### src/rtl/sample_framer_if.sv
// Stream bundle for sample_framer: capture-side sample strobe in, frame stream out.
// drop_count exists only when SAMPLE_FRAMER_DROP_CNT_EN is defined.
interface sample_framer_if #(
    parameter int N = 16
);
    logic         in_valid;
    logic [N-1:0] in_data;
    logic         out_valid;
    logic         out_ready;
    logic [N-1:0] out_data;
    logic         out_last;
    logic         overflow;
`ifdef SAMPLE_FRAMER_DROP_CNT_EN
    logic [15:0]  drop_count;

    modport master (
        output in_valid, in_data, out_ready,
        input  out_valid, out_data, out_last, overflow, drop_count
    );
    modport slave (
        input  in_valid, in_data, out_ready,
        output out_valid, out_data, out_last, overflow, drop_count
    );
`else
    modport master (
        output in_valid, in_data, out_ready,
        input  out_valid, out_data, out_last, overflow
    );
    modport slave (
        input  in_valid, in_data, out_ready,
        output out_valid, out_data, out_last, overflow
    );
`endif
endinterface

### src/rtl/sample_framer.sv
// Assembles capture samples into overlapping FRAME_LEN-sample frames advancing HOP samples.
// Define SAMPLE_FRAMER_DROP_CNT_EN to add the 16-bit saturating drop_count output.
module sample_framer #(
    parameter int N         = 16,
    parameter int FRAME_LEN = 64,
    parameter int HOP       = 32
) (
    input  logic           bclk,
    input  logic           reset,
    sample_framer_if.slave bus,
    output logic           o_dbg_state
);
    localparam int DEPTH = 2 * FRAME_LEN;
    localparam int AW    = $clog2(DEPTH);
    localparam int PW    = AW + 1;
    localparam int IW    = $clog2(FRAME_LEN);

    typedef enum logic {
        S_IDLE   = 1'b0,
        S_STREAM = 1'b1
    } state_t;

    logic [N-1:0]  r_mem [DEPTH];
    logic [PW-1:0] r_wr_ptr;
    logic [PW-1:0] r_rd_base;
    logic [IW-1:0] r_rd_idx;
    state_t        r_state;
    logic          r_out_valid;
    logic          r_out_last;
    logic          r_overflow;

    logic [PW-1:0] w_fill;
    logic          w_full;
    logic          w_write;
    logic          w_hs;
    logic [AW-1:0] w_rd_addr;

    // Output stream: a beat transfers on the edge where out_valid & out_ready;
    // once raised, out_valid/out_data/out_last hold until that transfer (or reset).
    assign w_fill    = r_wr_ptr - r_rd_base;
    assign w_full    = (w_fill == PW'(DEPTH));
    assign w_write   = bus.in_valid & ~w_full;
    assign w_hs      = r_out_valid & bus.out_ready;
    assign w_rd_addr = AW'(r_rd_base + PW'(r_rd_idx));

    always_ff @(posedge bclk) begin
        if (!reset && w_write) begin
            r_mem[r_wr_ptr[AW-1:0]] <= bus.in_data;
        end
    end

    always_ff @(posedge bclk) begin
        if (reset) begin
            r_wr_ptr    <= '0;
            r_rd_base   <= '0;
            r_rd_idx    <= '0;
            r_state     <= S_IDLE;
            r_out_valid <= 1'b0;
            r_out_last  <= 1'b0;
            r_overflow  <= 1'b0;
        end else begin
            // Capture cannot stall: a sample arriving while full is lost.
            if (w_write) begin
                r_wr_ptr <= r_wr_ptr + PW'(1);
            end else if (bus.in_valid) begin
                r_overflow <= 1'b1;
            end

            case (r_state)
                S_IDLE: begin
                    if (w_fill >= PW'(FRAME_LEN)) begin
                        r_state     <= S_STREAM;
                        r_rd_idx    <= '0;
                        r_out_valid <= 1'b1;
                        r_out_last  <= 1'b0;
                    end
                end
                S_STREAM: begin
                    if (w_hs) begin
                        if (r_out_last) begin
                            r_rd_base   <= r_rd_base + PW'(HOP);
                            r_rd_idx    <= '0;
                            r_state     <= S_IDLE;
                            r_out_valid <= 1'b0;
                            r_out_last  <= 1'b0;
                        end else begin
                            r_rd_idx   <= r_rd_idx + IW'(1);
                            r_out_last <= (r_rd_idx == IW'(FRAME_LEN - 2));
                        end
                    end
                end
                default: r_state <= S_IDLE;
            endcase
        end
    end

`ifdef SAMPLE_FRAMER_DROP_CNT_EN
    logic [15:0] r_drop_count;

    always_ff @(posedge bclk) begin
        if (reset) begin
            r_drop_count <= '0;
        end else if (bus.in_valid && w_full && (r_drop_count != 16'hFFFF)) begin
            r_drop_count <= r_drop_count + 16'd1;
        end
    end

    assign bus.drop_count = r_drop_count;
`endif

    assign bus.out_valid = r_out_valid;
    assign bus.out_data  = r_mem[w_rd_addr];
    assign bus.out_last  = r_out_last;
    assign bus.overflow  = r_overflow;
    assign o_dbg_state   = r_state;
endmodule

### src/flat_wrapper.sv
// flat-port wrapper written by rule: the top's interface ports become plain ports
module sample_framer_flat 
#(
    parameter int N         = 16,
    parameter int FRAME_LEN = 64,
    parameter int HOP       = 32
)
  (bclk, reset, o_dbg_state, bus_in_valid, bus_in_data, bus_out_ready, bus_out_valid, bus_out_data, bus_out_last, bus_overflow);
  sample_framer_if #(.N(N)) bus_i ();
  input  logic bclk;
  input  logic reset;
  output logic o_dbg_state;
  input wire logic [$bits(bus_i.in_valid)-1:0] bus_in_valid;
  input wire logic [$bits(bus_i.in_data)-1:0] bus_in_data;
  input wire logic [$bits(bus_i.out_ready)-1:0] bus_out_ready;
  output wire logic [$bits(bus_i.out_valid)-1:0] bus_out_valid;
  output wire logic [$bits(bus_i.out_data)-1:0] bus_out_data;
  output wire logic [$bits(bus_i.out_last)-1:0] bus_out_last;
  output wire logic [$bits(bus_i.overflow)-1:0] bus_overflow;
  assign bus_i.in_valid = bus_in_valid;
  assign bus_i.in_data = bus_in_data;
  assign bus_i.out_ready = bus_out_ready;
  assign bus_out_valid = bus_i.out_valid;
  assign bus_out_data = bus_i.out_data;
  assign bus_out_last = bus_i.out_last;
  assign bus_overflow = bus_i.overflow;
  sample_framer #(.N(N), .FRAME_LEN(FRAME_LEN), .HOP(HOP)) u_core (.bclk(bclk), .reset(reset), .bus(bus_i), .o_dbg_state(o_dbg_state));
endmodule
### config.mk
export PLATFORM = sky130hd
export DESIGN_NAME = sample_framer_flat
export DESIGN_NICKNAME = d
export VERILOG_FILES = /design/src/rtl/sample_framer_if.sv /design/src/rtl/sample_framer.sv /design/src/flat_wrapper.sv
export SDC_FILE = /design/constraint.sdc
export NUM_CORES = 2
export LEC_CHECK = 0
export ABC_CLOCK_PERIOD_IN_PS = 3700
export CELL_PAD_IN_SITES_DETAIL_PLACEMENT = 1
export CELL_PAD_IN_SITES_GLOBAL_PLACEMENT = 1
export CORE_ASPECT_RATIO = 0.8
export CORE_MARGIN = 3
export CORE_UTILIZATION = 45
export CTS_CLUSTER_DIAMETER = 60
export CTS_CLUSTER_SIZE = 40
export DETAILED_ROUTE_END_ITERATION = 6
export MAX_ROUTING_LAYER = met4
export PLACE_DENSITY = 0.74
export SYNTH_ARGS = -nofsm -noshare
export SYNTH_HDL_FRONTEND = slang
export SYNTH_SLANG_ARGS = --single-unit
### constraint.sdc
create_clock -name bclk -period 3.7 [get_ports bclk]
set_input_delay 1.11 -clock bclk [delete_from_list [all_inputs] [get_ports bclk]]
set_output_delay 1.11 -clock bclk [all_outputs]
set_load 0.05 [all_outputs]
==> qor.csv <==
metric,value,unit
status,finished with violations,
failing checks,setup timing,
"Distinct cells, synth",76,
final setup fails,16,
Final Hold Fails,0,
initial core utilization,45.4,%
min-delay worst type,reg -> reg,
async set-reset flop share out of synthesis,0,%
Synth Area per Inst,21.2,µm²
first-pass GRT wire length,355000,µm
Sink Count,2069,
Power Dens Cells,438,nW/µm²
IO Pins,40,
hold-fix buffers at CTS,0,
Critical Path Slowest Stage Cell,mux4_2,
fin crit share,133,%
Static Leakage,30.1,nW
Sequential cell area,61900,µm²
1st-iter DRT viols,6886,
IO Port Bufs,39,
crit path buf inv count,6,
maxcap violations,0,
minimum clock period,4.93,ns
Crit. End Element,primary output,
TritonCTS Buffers,119,
Cells after Synth,3790,
Post-synth EDFFs,2048,
most frequent cells in the layout,"edfxtp_1, buf_4, mux4_2",
PnR Total Power,42.6,mW
RSZ-0062 raised after global routing,yes,
critical path's top delay family,multiplexers,
setup ws final,-1.23,ns
Critical Path RT,2.59,ns
final antenna-violating net count,0,
Reg2Reg Depth,11,
area of the multi-input gates,18600,µm²
max-slew violation count,0,
FF-to-FF End,u_core.r_mem[6][7],
CP startpoint,u_core.r_rd_idx[0],
Via Count,44500,
Seq cells post-synth,2069,
Worst path depth,12,
CP cell instances,buf_12 -> buf_16 -> buf_12 -> buf_4 -> mux4_2 -> mux4_2 -> nand2_2 -> o21ai_4 -> a22oi_2 -> buf_4 -> a22oi_2 -> buf_6,
H-tree depth,3,
area delta synth->final,20.8,%
clk_lat worst skew,0.82,ns
GR Overflow Total,0,
area of the core,177000,µm²
synth warn,0,
Rel. slew slack,35.3,%
CP Data Arrival Time,3.82,ns
fillers,15400,
peak per-stage delay on the critical path,0.54,ns
"Net count, final",4510,
GRT Overall Usage,28.0,%
Die W,479,µm
skew final,0.0486,ns
Worst-Margin Slew,0.971,ns
clock slew at reported path FFs,0.08,ns
die area,184000,µm²
largest net degree at the start of global routing,129,
CTS tree,done,
cell area after synthesis,80500,µm²
Rows,138,
Avg WL per Cell,36.3,µm
crit path capture,bus_out_data[15],
syn_nets,3818,
initial antenna violation count,5,
Max Root-Sink Buffers,3,
register area share after synthesis,77.0,%
Main synth FF type,edfxtp_1,
"commonest non-fill, non-tap cell in the layout",edfxtp_1,
CP Class,reg -> out,
Finished Layout Cells,6971,
GP Congestion,0.903,
worst-path fanout max,8,
r2r setup slk,0.28,ns
Clock Root Buffer,clkbuf_16,
Chip Height,384,µm
Worst Setup Start Kind,flop,
Reg-to-Reg Start,u_core.r_rd_base[6],
drt first pass iters,5,
vias in the first global route,45000,
final WL,253000,µm
post-DP HPWL,159000,µm
drt drc,0,
Inst Count DP,6658,
DR vias/cell,6.39,
peak supply drop,0.390,mV
Max Clk Rate,203,MHz
layout cells sized above 1,36.7,%
cells by family (layout without fill, tap and decap cells):
group / after synthesis / count (layout) / share of synthesized area, %
DFF: 2069 / 2069 / 77.0
buffers and inverters: 221 / 1018 / 1.97
and+or+nand+nor: 380 / 380 / 2.04
xor gates and xnor gates: 14 / 14 / 0.170
adders and majority gates: 8 / 8 / 0.134
other: 0 / 4 / 0
AOI/OAI and AO/OA: 373 / 373 / 3.30
muxes: 725 / 725 / 15.4
synth_stat cells (4+ instances only):
library cell	number	area share, %
edfxtp_1	2048	76
mux4_2	410	11
mux2i_1	296	3.7
nor2_1	187	0.87
nand2_1	102	0.48
a21oi_1	71	0.44
a22oi_1	56	0.52
clkbuf_1	54	0.25
buf_2	53	0.33
o22ai_1	44	0.34
buf_6	42	0.59
buf_4	37	0.35
o21ai_0	33	0.21
o221ai_1	31	0.34
dfxtp_1	21	0.52
nand3_1	21	0.13
a221oi_1	18	0.20
a31oi_1	18	0.14
mux2_2	18	0.25
a211oi_1	17	0.16
a2111oi_0	15	0.16
nor3_1	15	0.093
and2_1	14	0.11
a22o_1	13	0.14
buf_12	12	0.30
inv_1	10	0.047
nor2b_1	10	0.078
a41oi_1	9	0.098
nand4_1	8	0.062
buf_1	7	0.033
ha_1	7	0.11
xor2_1	7	0.076
o21ai_1	6	0.037
xnor2_1	6	0.065
a32oi_1	5	0.054
and3_1	5	0.039
a2111oi_2	4	0.075
a221o_1	4	0.050
a311oi_1	4	0.044
o211ai_1	4	0.037
flip-flops by register name, indices dropped and copies added (netlist names):
name / cells
u_core.r_mem: 2048
u_core.r_wr_ptr: 8
u_core.r_rd_idx: 6
u_core.r_rd_base: 3
u_core.bus.out_last: 1
u_core.bus.out_valid: 1
u_core.bus.overflow: 1
u_core.o_dbg_state: 1
worst min-delay path: stages, from the launching register on:
cell and delay, ns:
dfxtp_1 0.33, o21ai_0 0.08, a21oi_1 0.07
layout make-up:
type                       count  area share, %
sequential                  2069           63.7
timing repair buffer         781           9.35
inverter                      11         0.0502
multi-input combinational   1500           19.2
tap                         2380           3.06
antenna                        4         0.0103
clock inverter               101           1.47
clock buffer                 125           3.17
power breakdown:
group | switching, mW | internal, mW | total (mW)
Clock | 8.74 | 7.44 | 16.2
Combinational | 0.572 | 0.127 | 0.699
Sequential | 0.00826 | 25.7 | 25.7
Total | 9.32 | 33.3 | 42.6
metrics by stage:
stage	setup slack [ns]	hold slack, ns	area (µm²)	util, %	setup TNS, ns
3_5_place_dp	-0.984	0.502	89900	50.7	-11.20
2_1_floorplan	0.00273	0.459	80500	-	0
4_1_cts	-1.26	0.530	96200	54.2	-18.51
5_1_grt	-1.29	0.593	97200	54.8	-19.09
3_3_place_gp	-1.26	0.483	89800	50.7	-10.60
6_report	-1.23	0.526	97200	54.8	-18.10
metal layers:
layer	vias up	wire, µm	global-route usage [%]	part of all wire, %
li1	17200	-	-	-
met1	23900	97900	38.5	39
met2	2883	120000	42.5	47
met3	474	26500	5.51	10
met4	0	9100	8.78	3.6
met5	-	0	-	0
what timing repair did:
action | 4_1_cts | 5_1_grt
setup buffers | 51 | 41
setup endpoints to repair | 16 | 16
cloned | 8 | 4
gates resized for setup | 240 | 158
pin swaps | 47 | 55
how the worst min path moves through the flow:
| stage | from | end | depth (start not counted) |
|---|---|---|---|
| 2_1_floorplan | u_core.r_wr_ptr[7] | u_core.r_wr_ptr[7] | 2 |
| 3_3_place_gp | u_core.r_wr_ptr[7] | u_core.r_wr_ptr[7] | 2 |
| 3_5_place_dp | u_core.r_wr_ptr[7] | u_core.r_wr_ptr[7] | 2 |
| 4_1_cts | u_core.r_wr_ptr[7] | u_core.r_wr_ptr[7] | 2 |
| 5_1_grt | u_core.r_wr_ptr[7] | u_core.r_wr_ptr[7] | 2 |
| 6_report | u_core.r_wr_ptr[7] | u_core.r_wr_ptr[7] | 2 |
No activity file was read; power rests on OpenSTA's default activity.
